### src/rtl/ex_div_unit.sv
// Multi-cycle 32-bit restoring divider for DIV/DIVU in the EX stage.
// Quotient goes to result_lo and remainder to result_hi; stall is held while the divide is in flight.
module ex_div_unit (
  input  logic        clk,
  input  logic        rst,
  input  logic        start,
  input  logic        is_signed,
  input  logic        flush,
  input  logic [31:0] operand_1,
  input  logic [31:0] operand_2,
  output logic        stall,
  output logic        done,
  output logic [31:0] result_lo,
  output logic [31:0] result_hi
);

  typedef enum logic [1:0] {
    IDLE = 2'd0,
    RUN  = 2'd1,
    DONE = 2'd2
  } state_e;

  state_e      state_q, state_d;
  logic [4:0]  cnt_q, cnt_d;
  logic [31:0] dvd_q, dvd_d;
  logic [31:0] dvs_q, dvs_d;
  logic [31:0] rem_q, rem_d;
  logic [31:0] lo_q, lo_d;
  logic [31:0] hi_q, hi_d;
  logic        negq_q, negq_d;
  logic        negr_q, negr_d;

  logic [31:0] dvd_abs, dvs_abs;
  logic [32:0] shifted;
  logic [33:0] diff;
  logic        qbit;
  logic [31:0] rem_step, quo_step;

  // Magnitudes wrap modulo 2^32, so 0x80000000 stays 0x80000000 as an unsigned value.
  assign dvd_abs = (is_signed && operand_1[31]) ? (32'd0 - operand_1) : operand_1;
  assign dvs_abs = (is_signed && operand_2[31]) ? (32'd0 - operand_2) : operand_2;

  // The dividend register shifts left each step; quotient bits fill in from the LSB.
  assign shifted  = {rem_q, dvd_q[31]};
  assign diff     = {1'b0, shifted} - {2'b00, dvs_q};
  assign qbit     = ~diff[33];
  assign rem_step = qbit ? diff[31:0] : shifted[31:0];
  assign quo_step = {dvd_q[30:0], qbit};

  always_comb begin
    state_d = state_q;
    cnt_d   = cnt_q;
    dvd_d   = dvd_q;
    dvs_d   = dvs_q;
    rem_d   = rem_q;
    lo_d    = lo_q;
    hi_d    = hi_q;
    negq_d  = negq_q;
    negr_d  = negr_q;

    case (state_q)
      IDLE: begin
        if (start && !flush) begin
          negq_d = is_signed && (operand_1[31] ^ operand_2[31]);
          negr_d = is_signed && operand_1[31];
          dvd_d  = dvd_abs;
          dvs_d  = dvs_abs;
          rem_d  = 32'd0;
          cnt_d  = 5'd0;
          if (operand_2 == 32'd0) begin
            lo_d    = 32'hFFFF_FFFF;
            hi_d    = operand_1;
            state_d = DONE;
          end else begin
            state_d = RUN;
          end
        end
      end
      RUN: begin
        rem_d = rem_step;
        dvd_d = quo_step;
        cnt_d = cnt_q + 5'd1;
        if (cnt_q == 5'd31) begin
          lo_d    = negq_q ? (32'd0 - quo_step) : quo_step;
          hi_d    = negr_q ? (32'd0 - rem_step) : rem_step;
          state_d = DONE;
        end
      end
      DONE: begin
        state_d = IDLE;
      end
      default: begin
        state_d = IDLE;
      end
    endcase

    // A flush discards the in-flight divide without touching the visible results.
    if (flush) begin
      state_d = IDLE;
      cnt_d   = 5'd0;
      lo_d    = lo_q;
      hi_d    = hi_q;
    end
  end

  always_ff @(posedge clk or posedge rst) begin
    if (rst) begin
      state_q <= IDLE;
      cnt_q   <= 5'd0;
      dvd_q   <= 32'd0;
      dvs_q   <= 32'd0;
      rem_q   <= 32'd0;
      lo_q    <= 32'd0;
      hi_q    <= 32'd0;
      negq_q  <= 1'b0;
      negr_q  <= 1'b0;
    end else begin
      state_q <= state_d;
      cnt_q   <= cnt_d;
      dvd_q   <= dvd_d;
      dvs_q   <= dvs_d;
      rem_q   <= rem_d;
      lo_q    <= lo_d;
      hi_q    <= hi_d;
      negq_q  <= negq_d;
      negr_q  <= negr_d;
    end
  end

  assign stall     = !rst && !flush && (((state_q == IDLE) && start) || (state_q == RUN));
  assign done      = (state_q == DONE);
  assign result_lo = lo_q;
  assign result_hi = hi_q;

endmodule

### config.mk
export PLATFORM = sky130hd
export DESIGN_NAME = ex_div_unit
export DESIGN_NICKNAME = d
export VERILOG_FILES = /design/src/rtl/ex_div_unit.sv
export SDC_FILE = /design/constraint.sdc
export NUM_CORES = 1
export LEC_CHECK = 0
export ABC_AREA = 1
export CAP_MARGIN = 20
export CORE_MARGIN = 1.5
export CORE_UTILIZATION = 35
export CTS_CLUSTER_SIZE = 28
export DETAILED_ROUTE_END_ITERATION = 10
export GPL_ROUTABILITY_DRIVEN = 0
export GPL_TIMING_DRIVEN = 0
export REMOVE_ABC_BUFFERS = 1
export SYNTH_ARGS = -nofsm -noshare
export SYNTH_HDL_FRONTEND = slang
export SYNTH_SLANG_ARGS = --single-unit
### constraint.sdc
create_clock -name clk -period 6.8 [get_ports clk]
set_input_delay 1.36 -clock clk [delete_from_list [all_inputs] [get_ports clk]]
set_output_delay 1.36 -clock clk [all_outputs]
set_load 0.02 [all_outputs]
==> flow_summary_export.csv, run 1 <==
group,metric,value,unit
yosys,synth_edf_count,0,
clock_tree,root_buffer,"clkbuf_16",
global_routing,grt_pass1_vias,13000,
timing,setup_violations,0,
setup_path,cp_max_fo,21,
floorplanning,die_w,197,um
drt,drc_errors,0,
drt,dr.pass1.iters,5,
floorplanning,initial_core_util,35.3,%
floorplanning,die_h,197,um
drt,ant_nets,0,
yosys,ys_seq_area_share,31.9,%
finish,final_cell_mix,"564 x nand2_1, 296 x inv_1, 169 x dfrtp_1, 164 x nor2_1, 135 x nand3_1",
clock_tree,cts_resized,0,
floorplanning,core_area,37500,sq um
pwr,p_sw,0.00406,W
drt,vias,13500,
pwr,p_leak,7.61,nW
finish,final_cells,2635,
clock_tree,cts_tree,"done",
pwr,pwr-share-seq,22.8,%
placement,post-dp-hpwl,32.4,mm
clock_tree,cts_setup_buffers,0,
floorplanning,dieArea,39000,sq um
timing,hold_violations,0,
drt,first_iter_violations,1002,
yosys,ys_types,63,
yosys,netlist_area,13200,sq um
timing,drv_slew,0,
drt,route.final.wire_length,42.1,mm
timing,rsz0062_at_grt,"no",
pwr,combinationalPowerShare,63.7,%
clock_tree,clockBufferDepth,2,
setup_path,path_cells,"clkdlybuf4s50_1, inv_1, ha_1, nand3_1, nor2_1, nand2_1, nor3_2, nand4_1, nor3_1, nand2_1, nand2_1, nand4_1, buf_8, buf_8, nor2_1, buf_6, a21boi_0, o21ai_0, o21a_1",
setup_path,cp_slowest_cell,"nor3_1",
finish,final_nets,2219,
clock_tree,cts_made_buffers,17,
finish,syn2layout_area_growth,19.6,%
finish,drive_gt1_share,6.64,%
clock_tree,h-tree-depth,4,
global_routing,grt_pass1_wl,68.3,mm
global_routing,grt_antenna_before_repair,0,
setup_path,crit_family,"simple AND/OR/NAND/NOR gates",
clock_tree,cts.sinks,169,
pwr,ir_drop,0.266,mV
pwr,clockPowerShare,13.5,%
yosys,async_flop_share,100,%
setup_path,start_kind,"input pin",
finish,antenna_cells,0,
pwr,intPower,0.00370,W
timing,relSlewSlack,31.4,%
timing,hold_slack,0.479,ns
yosys,synth_ff_type,"dfrtp_1",
pwr,switching_share,52.4,%
yosys,syn_avg_cell_area,6.58,sq um
pwr,p_per_area,490,nW/um^2
placement,io_buffers,134,
timing,period_share,76.0,%
global_routing,grt_remaining_overflow,0,
finish,final_common_cell,"nand2_1",
timing,finalClockSkew,0.0182,ns
timing,max_freq,193,MHz
setup_path,max_stage_delay,0.51,ns
floorplanning,io_pins,135,
yosys,syn_inst,2013,
flow_run,drv_cap,0,
setup_path,arrival,5.52,ns
clock_tree,worst_skew_pair.late_latency,0.46,ns
setup_path,crit_required,7.14,ns
yosys,synth-seq-cells,169,
setup_path,cp-end-kind,"register",
clock_tree,holdBufCountCts,0,
setup_path,path_class,"input pin to register",
hold_path,worst_hold_path_type,"register to register",
global_routing,grt_start_max_net_pins,91,
finish,postLayoutCoreUtil,42.2,%
drt,wl_per_cell,16.0,um
timing,worstMarginPinSlew,1.02,ns
outcome,outcome,"complete, no violations",
floorplanning,row_count,71,
global_routing,grt_use_total,22.2,%
pwr,power,0.00776,W
drt,routed_via_density,5.11,
setup_path,cp_num_buf_inv,5,
clock_tree,path_clk_slew,0.07,ns
timing,final.min_clock_period,5.17,ns
yosys,yosys_warnings,0,
setup_path,cp_common_cell,"nand2_1",
placement,dp_cells,2601,
[cell families after synthesis]
group	synth area share [%]
and+or+nand+nor	34.0
adders and majority gates	3.74
buffers and inverters	11.2
AOI/OAI and AO/OA	16.0
DFF	31.9
xor gates and xnor gates	3.04
[tightest hold or removal path, stage by stage (launching register included)]
cell and delay [ns]:
dfrtp_1 0.34, nand2_1 0.05, nand2_1 0.05
[sequential cells by signal, summed over array words and instances, names as in the netlist]
register	count
result_lo	32
dvs_q	32
negq_q	1
state_q	2
negr_q	1
dvd_q	32
result_hi	32
rem_q	32
cnt_q	5
[power by group through the flow]
| stage | logic (W) | registers (W) | clock network, W |
|---|---|---|---|
| detailed placement | 0.00488 | 0.00179 | 0 |
| CTS | 0.00491 | 0.00178 | 0.00108 |
| global route | 0.00557 | 0.00182 | 0.00111 |
| global placement | 0.00479 | 0.00179 | 0 |
| finish | 0.00494 | 0.00177 | 0.00105 |
| floorplan | 0.00323 | 0.00189 | 0 |
[through the flow]
stage               TNS [ns]  worst slack [ns]  cell area, sq um
CTS                        0              1.09             15800
floorplan             -93.23             -1.89             12900
finish                     0              1.63             15800
global route               0              1.06             15800
global placement    -1020.68             -8.35             14900
detailed placement         0             0.625             15200
[worst paths after layout]
| path | startpoint | endpoint | slack, ns | depth (start not counted) |
|---|---|---|---|---|
| min reg2reg | result_lo[19] | result_lo[19] | 0.48 | 2 |
| max in group asynchronous | rst | result_hi[4] | 4.51 | 3 |
| min in group asynchronous | rst | result_hi[23] | 1.41 | 2 |
| min | result_lo[19] | result_lo[19] | 0.48 | 2 |
| max | operand_2[1] | result_lo[15] | 1.63 | 19 |
| max reg2reg | rem_q[18] | result_lo[30] | 2.05 | 25 |
[layer usage]
layer	share of wire, %	track usage, %
met4	2.4	7.49
met5	0	0
met3	5.6	3.43
met1	46	30.1
met2	46	36.0
[synthesized netlist by cell type, types with 22 or more instances]
| cell | n | area (sq um) |
|---|---|---|
| o22ai_1 | 22 | 138 |
| xor2_1 | 34 | 298 |
| nand3_1 | 135 | 676 |
| ha_1 | 38 | 475 |
| nand2_2 | 23 | 144 |
| dfrtp_1 | 169 | 4230 |
| nor2_1 | 166 | 623 |
| nor3_1 | 26 | 130 |
| inv_1 | 299 | 1120 |
| nand4_1 | 42 | 263 |
| o21ai_0 | 125 | 626 |
| nand2_1 | 564 | 2120 |
| clkbuf_1 | 52 | 195 |
| a21oi_1 | 95 | 475 |
[final cells by class]
type	instances	area, sq um
Clock buffer	18	429
Fill cell	3973	21700
Multi-Input combinational cell	1471	7550
Timing Repair Buffer	149	1660
Sequential cell	169	4230
Inverter	303	1150
Tap cell	511	639
Clock inverter	14	185
No activity file was read; power rests on OpenSTA's default activity.
==> run 2: changes to the inputs <==
Clock period 6.8 ns to 5.3 ns, I/O delays scaled along.
==> flow_summary_export.csv, run 2 (same netlist as run 1, synthesis figures left out) <==
group,metric,value,unit
outcome,outcome,"complete, no violations",
floorplanning,io_pins,135,
drt,drc_errors,0,
setup_path,arrival,5.12,ns
timing,finalClockSkew,0.0192,ns
placement,io_buffers,134,
global_routing,grt_use_total,22.2,%
setup_path,cp_common_cell,"nand2_1",
pwr,pwr-share-seq,22.8,%
setup_path,max_stage_delay,0.48,ns
timing,drv_slew,0,
finish,drive_gt1_share,6.64,%
finish,antenna_cells,0,
drt,routed_via_density,5.11,
finish,final_cell_mix,"564 x nand2_1, 296 x inv_1, 169 x dfrtp_1, 163 x nor2_1, 135 x nand3_1",
setup_path,cp_slowest_cell,"nor4_1",
timing,setup_tns,0,ns
floorplanning,initial_core_util,35.3,%
pwr,clockPowerShare,13.6,%
drt,ant_nets,0,
timing,hold_slack,0.480,ns
clock_tree,cts_tree,"done",
finish,syn2layout_area_growth,19.6,%
timing,max_freq,209,MHz
pwr,power,0.00996,W
pwr,p_per_area,629,nW/um^2
timing,setup_violations,0,
setup_path,cp_max_fo,48,
pwr,intPower,0.00474,W
floorplanning,row_count,71,
global_routing,grt_pass1_vias,13000,
pwr,p_sw,0.00522,W
timing,rsz0062_at_grt,"no",
global_routing,grt_pass1_wl,68.3,mm
global_routing,grt_start_max_net_pins,91,
finish,final_cells,2634,
finish,final_common_cell,"nand2_1",
clock_tree,cts.sinks,169,
flow_run,drv_cap,0,
finish,final_nets,2218,
clock_tree,worst_skew_pair.late_latency,0.46,ns
pwr,combinationalPowerShare,63.6,%
finish,fillers,3970,
floorplanning,core_area,37500,sq um
finish,postLayoutCoreUtil,42.2,%
clock_tree,path_clk_slew,0.07,ns
drt,route.final.wire_length,42.2,mm
floorplanning,dieArea,39000,sq um
setup_path,start_kind,"register",
clock_tree,root_buffer,"clkbuf_16",
timing,worstMarginPinSlew,0.994,ns
timing,hold_violations,0,
pwr,switching_share,52.4,%
drt,first_iter_violations,989,
timing,final.min_clock_period,4.78,ns
placement,post-dp-hpwl,32.4,mm
setup_path,path_class,"register to register",
placement,dp_cells,2601,
setup_path,cp-end-kind,"register",
clock_tree,h-tree-depth,4,
pwr,p_leak,7.61,nW
drt,vias,13500,
drt,dr.pass1.iters,5,
clock_tree,clockBufferDepth,2,
floorplanning,die_w,197,um
clock_tree,cts_made_buffers,17,
hold_path,worst_hold_path_type,"register to register",
timing,relSlewSlack,33.3,%
floorplanning,die_h,197,um
timing,period_share,90.3,%
setup_path,crit_required,5.63,ns
global_routing,grt_remaining_overflow,0,
drt,wl_per_cell,16.0,um
global_routing,grt_antenna_before_repair,0,
pwr,ir_drop,0.342,mV
clock_tree,cts_setup_buffers,0,
-- run 2: changes by cell type in the layout (fill, tap and decap cells not counted) --
cell	before	now
nor2_4	4	5
nor2_1	164	163
buf_6	2	1
-- run 2: repair_timing --
| action | 4_1_cts | 5_1_grt |
|---|---|---|
| gates resized for setup | 1 | 1 |
| hold buffers | 0 | 0 |
| endpoints found under the setup margin | 4 | 4 |
-- run 2: area by class of cell --
| type | count | area, sq um | share of cell area [%] |
|---|---|---|---|
| Clock buffer | 18 | 429 | 2.71 |
| Clock inverter | 14 | 185 | 1.17 |
| Inverter | 303 | 1150 | 7.26 |
| Multi-Input combinational cell | 1471 | 7550 | 47.7 |
| Sequential cell | 169 | 4230 | 26.7 |
| Tap cell | 511 | 639 | 4.04 |
| Timing Repair Buffer | 148 | 1650 | 10.4 |
-- run 2: worst max-delay path: cells and delay by family, from the launching register on --
kind	cells	cell delay, ns
compound gates	4	0.57
xor+xnor	1	0.19
buf+inv	6	0.82
simple gates	12	2.01
fa+ha+maj	2	0.62
flops	1	0.43
-- run 2: layer usage --
layer | global-route usage (%) | vias to the layer above | wire length (um)
met5 | 0 | - | 0
met4 | 7.49 | 0 | 1090
met3 | 3.43 | 62 | 2270
met2 | 36.0 | 359 | 19300
met1 | 30.1 | 6314 | 19500
li1 | - | 6721 | -
-- run 2: metrics by stage --
| stage | instance area (sq um) | setup WS [ns] |
|---|---|---|
| global placement | 14900 | -9.85 |
| detailed placement | 15200 | -0.575 |
| global route | 15800 | 0.0177 |
| finish | 15800 | 0.516 |
| CTS | 15800 | 0.240 |
| floorplan | 12900 | -3.39 |
-- run 2: path summary, 6_finish.rpt --
check	start	end	slack [ns]	depth (start not counted)
worst min register to register	result_lo[19]	result_lo[19]	0.48	2
worst max-delay path	rem_q[18]	result_lo[30]	0.52	25
min in group asynchronous	rst	result_hi[23]	1.10	2
worst max register to register	rem_q[18]	result_lo[30]	0.52	25
max in group asynchronous	rst	result_hi[4]	3.31	3
worst min-delay path	result_lo[19]	result_lo[19]	0.48	2
-- run 2: power groups by stage --
stage | Clock, W | Sequential, W | Combinational [W]
6_report | 0.00136 | 0.00227 | 0.00634
4_1_cts | 0.00138 | 0.00228 | 0.00630
3_5_place_dp | 0 | 0.00230 | 0.00626
3_3_place_gp | 0 | 0.00230 | 0.00615
5_1_grt | 0.00143 | 0.00233 | 0.00714
2_1_floorplan | 0 | 0.00242 | 0.00415
==> run 3: changes to the inputs <==
Settings changed: CAP_MARGIN 20 to not set.
==> flow_summary_export.csv, run 3 (same netlist as run 1, synthesis figures left out) <==
group,metric,value,unit
outcome,outcome,"complete, no violations",
clock_tree,holdBufCountCts,0,
drt,vias,13400,
clock_tree,cts_tree,"done",
global_routing,grt_antenna_before_repair,0,
clock_tree,path_clk_slew,0.07,ns
drt,first_iter_violations,1009,
clock_tree,worst_skew_pair.late_latency,0.46,ns
placement,preCtsSetupSlack,-0.561,ns
placement,io_buffers,134,
timing,setup_violations,0,
clock_tree,cts_made_buffers,17,
timing,period_share,90.0,%
hold_path,worstHoldStart,"result_lo[5]",
clock_tree,root_buffer,"clkbuf_16",
drt,drc_errors,0,
floorplanning,die_h,197,um
drt,wl_per_cell,16.0,um
global_routing,grt_pass1_wl,68.5,mm
clock_tree,h-tree-depth,4,
timing,relSlewSlack,17.6,%
floorplanning,core_area,37500,sq um
drt,ant_nets,0,
global_routing,grt_use_total,22.4,%
drt,routed_via_density,5.10,
global_routing,grt_pass1_vias,13000,
timing,finalClockSkew,0.0168,ns
finish,drive_gt1_share,6.65,%
pwr,p_per_area,636,nW/um^2
pwr,power,0.0101,W
drt,dr.pass1.iters,5,
finish,syn2layout_area_growth,19.6,%
clock_tree,cts.sinks,169,
timing,hold_slack,0.478,ns
finish,final_common_cell,"nand2_1",
finish,final_cells,2632,
setup_path,start_kind,"input pin",
finish,antenna_cells,0,
timing,max_freq,210,MHz
clock_tree,cts_setup_buffers,0,
placement,post-dp-hpwl,32.2,mm
floorplanning,die_w,197,um
floorplanning,row_count,71,
setup_path,cp-end-kind,"register",
setup_path,path_class,"input pin to register",
timing,worst_slack,0.531,ns
global_routing,grt_remaining_overflow,0,
timing,final.min_clock_period,4.77,ns
floorplanning,dieArea,39000,sq um
drt,route.final.wire_length,42.2,mm
timing,hold_violations,0,
setup_path,arrival,5.10,ns
setup_path,crit_required,5.63,ns
setup_path,cp_max_fo,21,
hold_path,worst_hold_path_type,"register to register",
finish,final_nets,2216,
pwr,p_leak,7.60,nW
finish,final_cell_mix,"564 x nand2_1, 296 x inv_1, 169 x dfrtp_1, 163 x nor2_1, 135 x nand3_1",
flow_run,drv_cap,0,
timing,rsz0062_at_grt,"no",
clock_tree,clockBufferDepth,2,
timing,drv_slew,0,
floorplanning,initial_core_util,35.3,%
pwr,ir_drop,0.332,mV
floorplanning,io_pins,135,
setup_path,r2r-start,"rem_q[18]",
timing,worstMarginPinSlew,1.24,ns
finish,postLayoutCoreUtil,42.2,%
global_routing,grt_start_max_net_pins,91,
setup_path,crit_start,"operand_2[0]",
placement,dp_cells,2599,
[run 3: metal layers]
metal	part of all wire, %	GRT usage (%)	vias up
li1	-	-	6731
met5	0	0	-
met3	4.6	3.59	46
met1	47	30.4	6282
met4	1.9	6.39	0
met2	47	36.7	356
[run 3: cell type report]
| class | instances | area (sq um) |
|---|---|---|
| clock buffers | 17 | 425 |
| clock inverters | 15 | 234 |
| fillers | 3978 | 21700 |
| inverters | 303 | 1150 |
| multi-input cells | 1471 | 7560 |
| flip-flops and latches | 169 | 4230 |
| well taps | 511 | 639 |
| repair buffers | 146 | 1590 |
[run 3: final timing paths]
kind / to / slack, ns / cells past startpoint
worst max-delay path: result_lo[22] / 0.53 / 18
worst min-delay path: result_lo[5] / 0.48 / 2
worst max register to register: result_lo[30] / 0.61 / 25
worst min register to register: result_lo[5] / 0.48 / 2
max in group asynchronous: dvd_q[3] / 3.30 / 3
min in group asynchronous: result_hi[25] / 1.09 / 2
[run 3: where the power goes]
group	switching (W)	total, W	internal, W
clock network	0.000617	0.00146	0.000847
logic	0.00415	0.00633	0.00218
registers	0.000476	0.00228	0.00180
total	0.00524	0.0101	0.00483
[run 3: critical path, stage by stage]
cell and delay, ns:
clkdlybuf4s50_1 0.43, inv_1 0.10, ha_1 0.18, nand3_1 0.11
nor2_1 0.09, nand2_1 0.08, nor3_2 0.26, nand4_1 0.24
nor3_2 0.38, nand2_1 0.09, nand2_1 0.08, nand4_1 0.44
buf_8 0.35, buf_8 0.16, nor2_2 0.56, o21ai_0 0.24
a21oi_1 0.17, a21oi_1 0.05
[run 3: stage by stage]
step,cell area (sq um),TNS (ns)
floorplan,12900,-269.81
global placement,14900,-1449.38
detailed placement,15100,-11.96
CTS,15800,0
global route,15800,0
finish,15800,0
[run 3: repair_timing]
item                       in CTS  in global routing
pin swaps                       0                  0
gates resized for setup         1                  2
gates cloned                    0                  0
setup endpoints to repair       4                  5
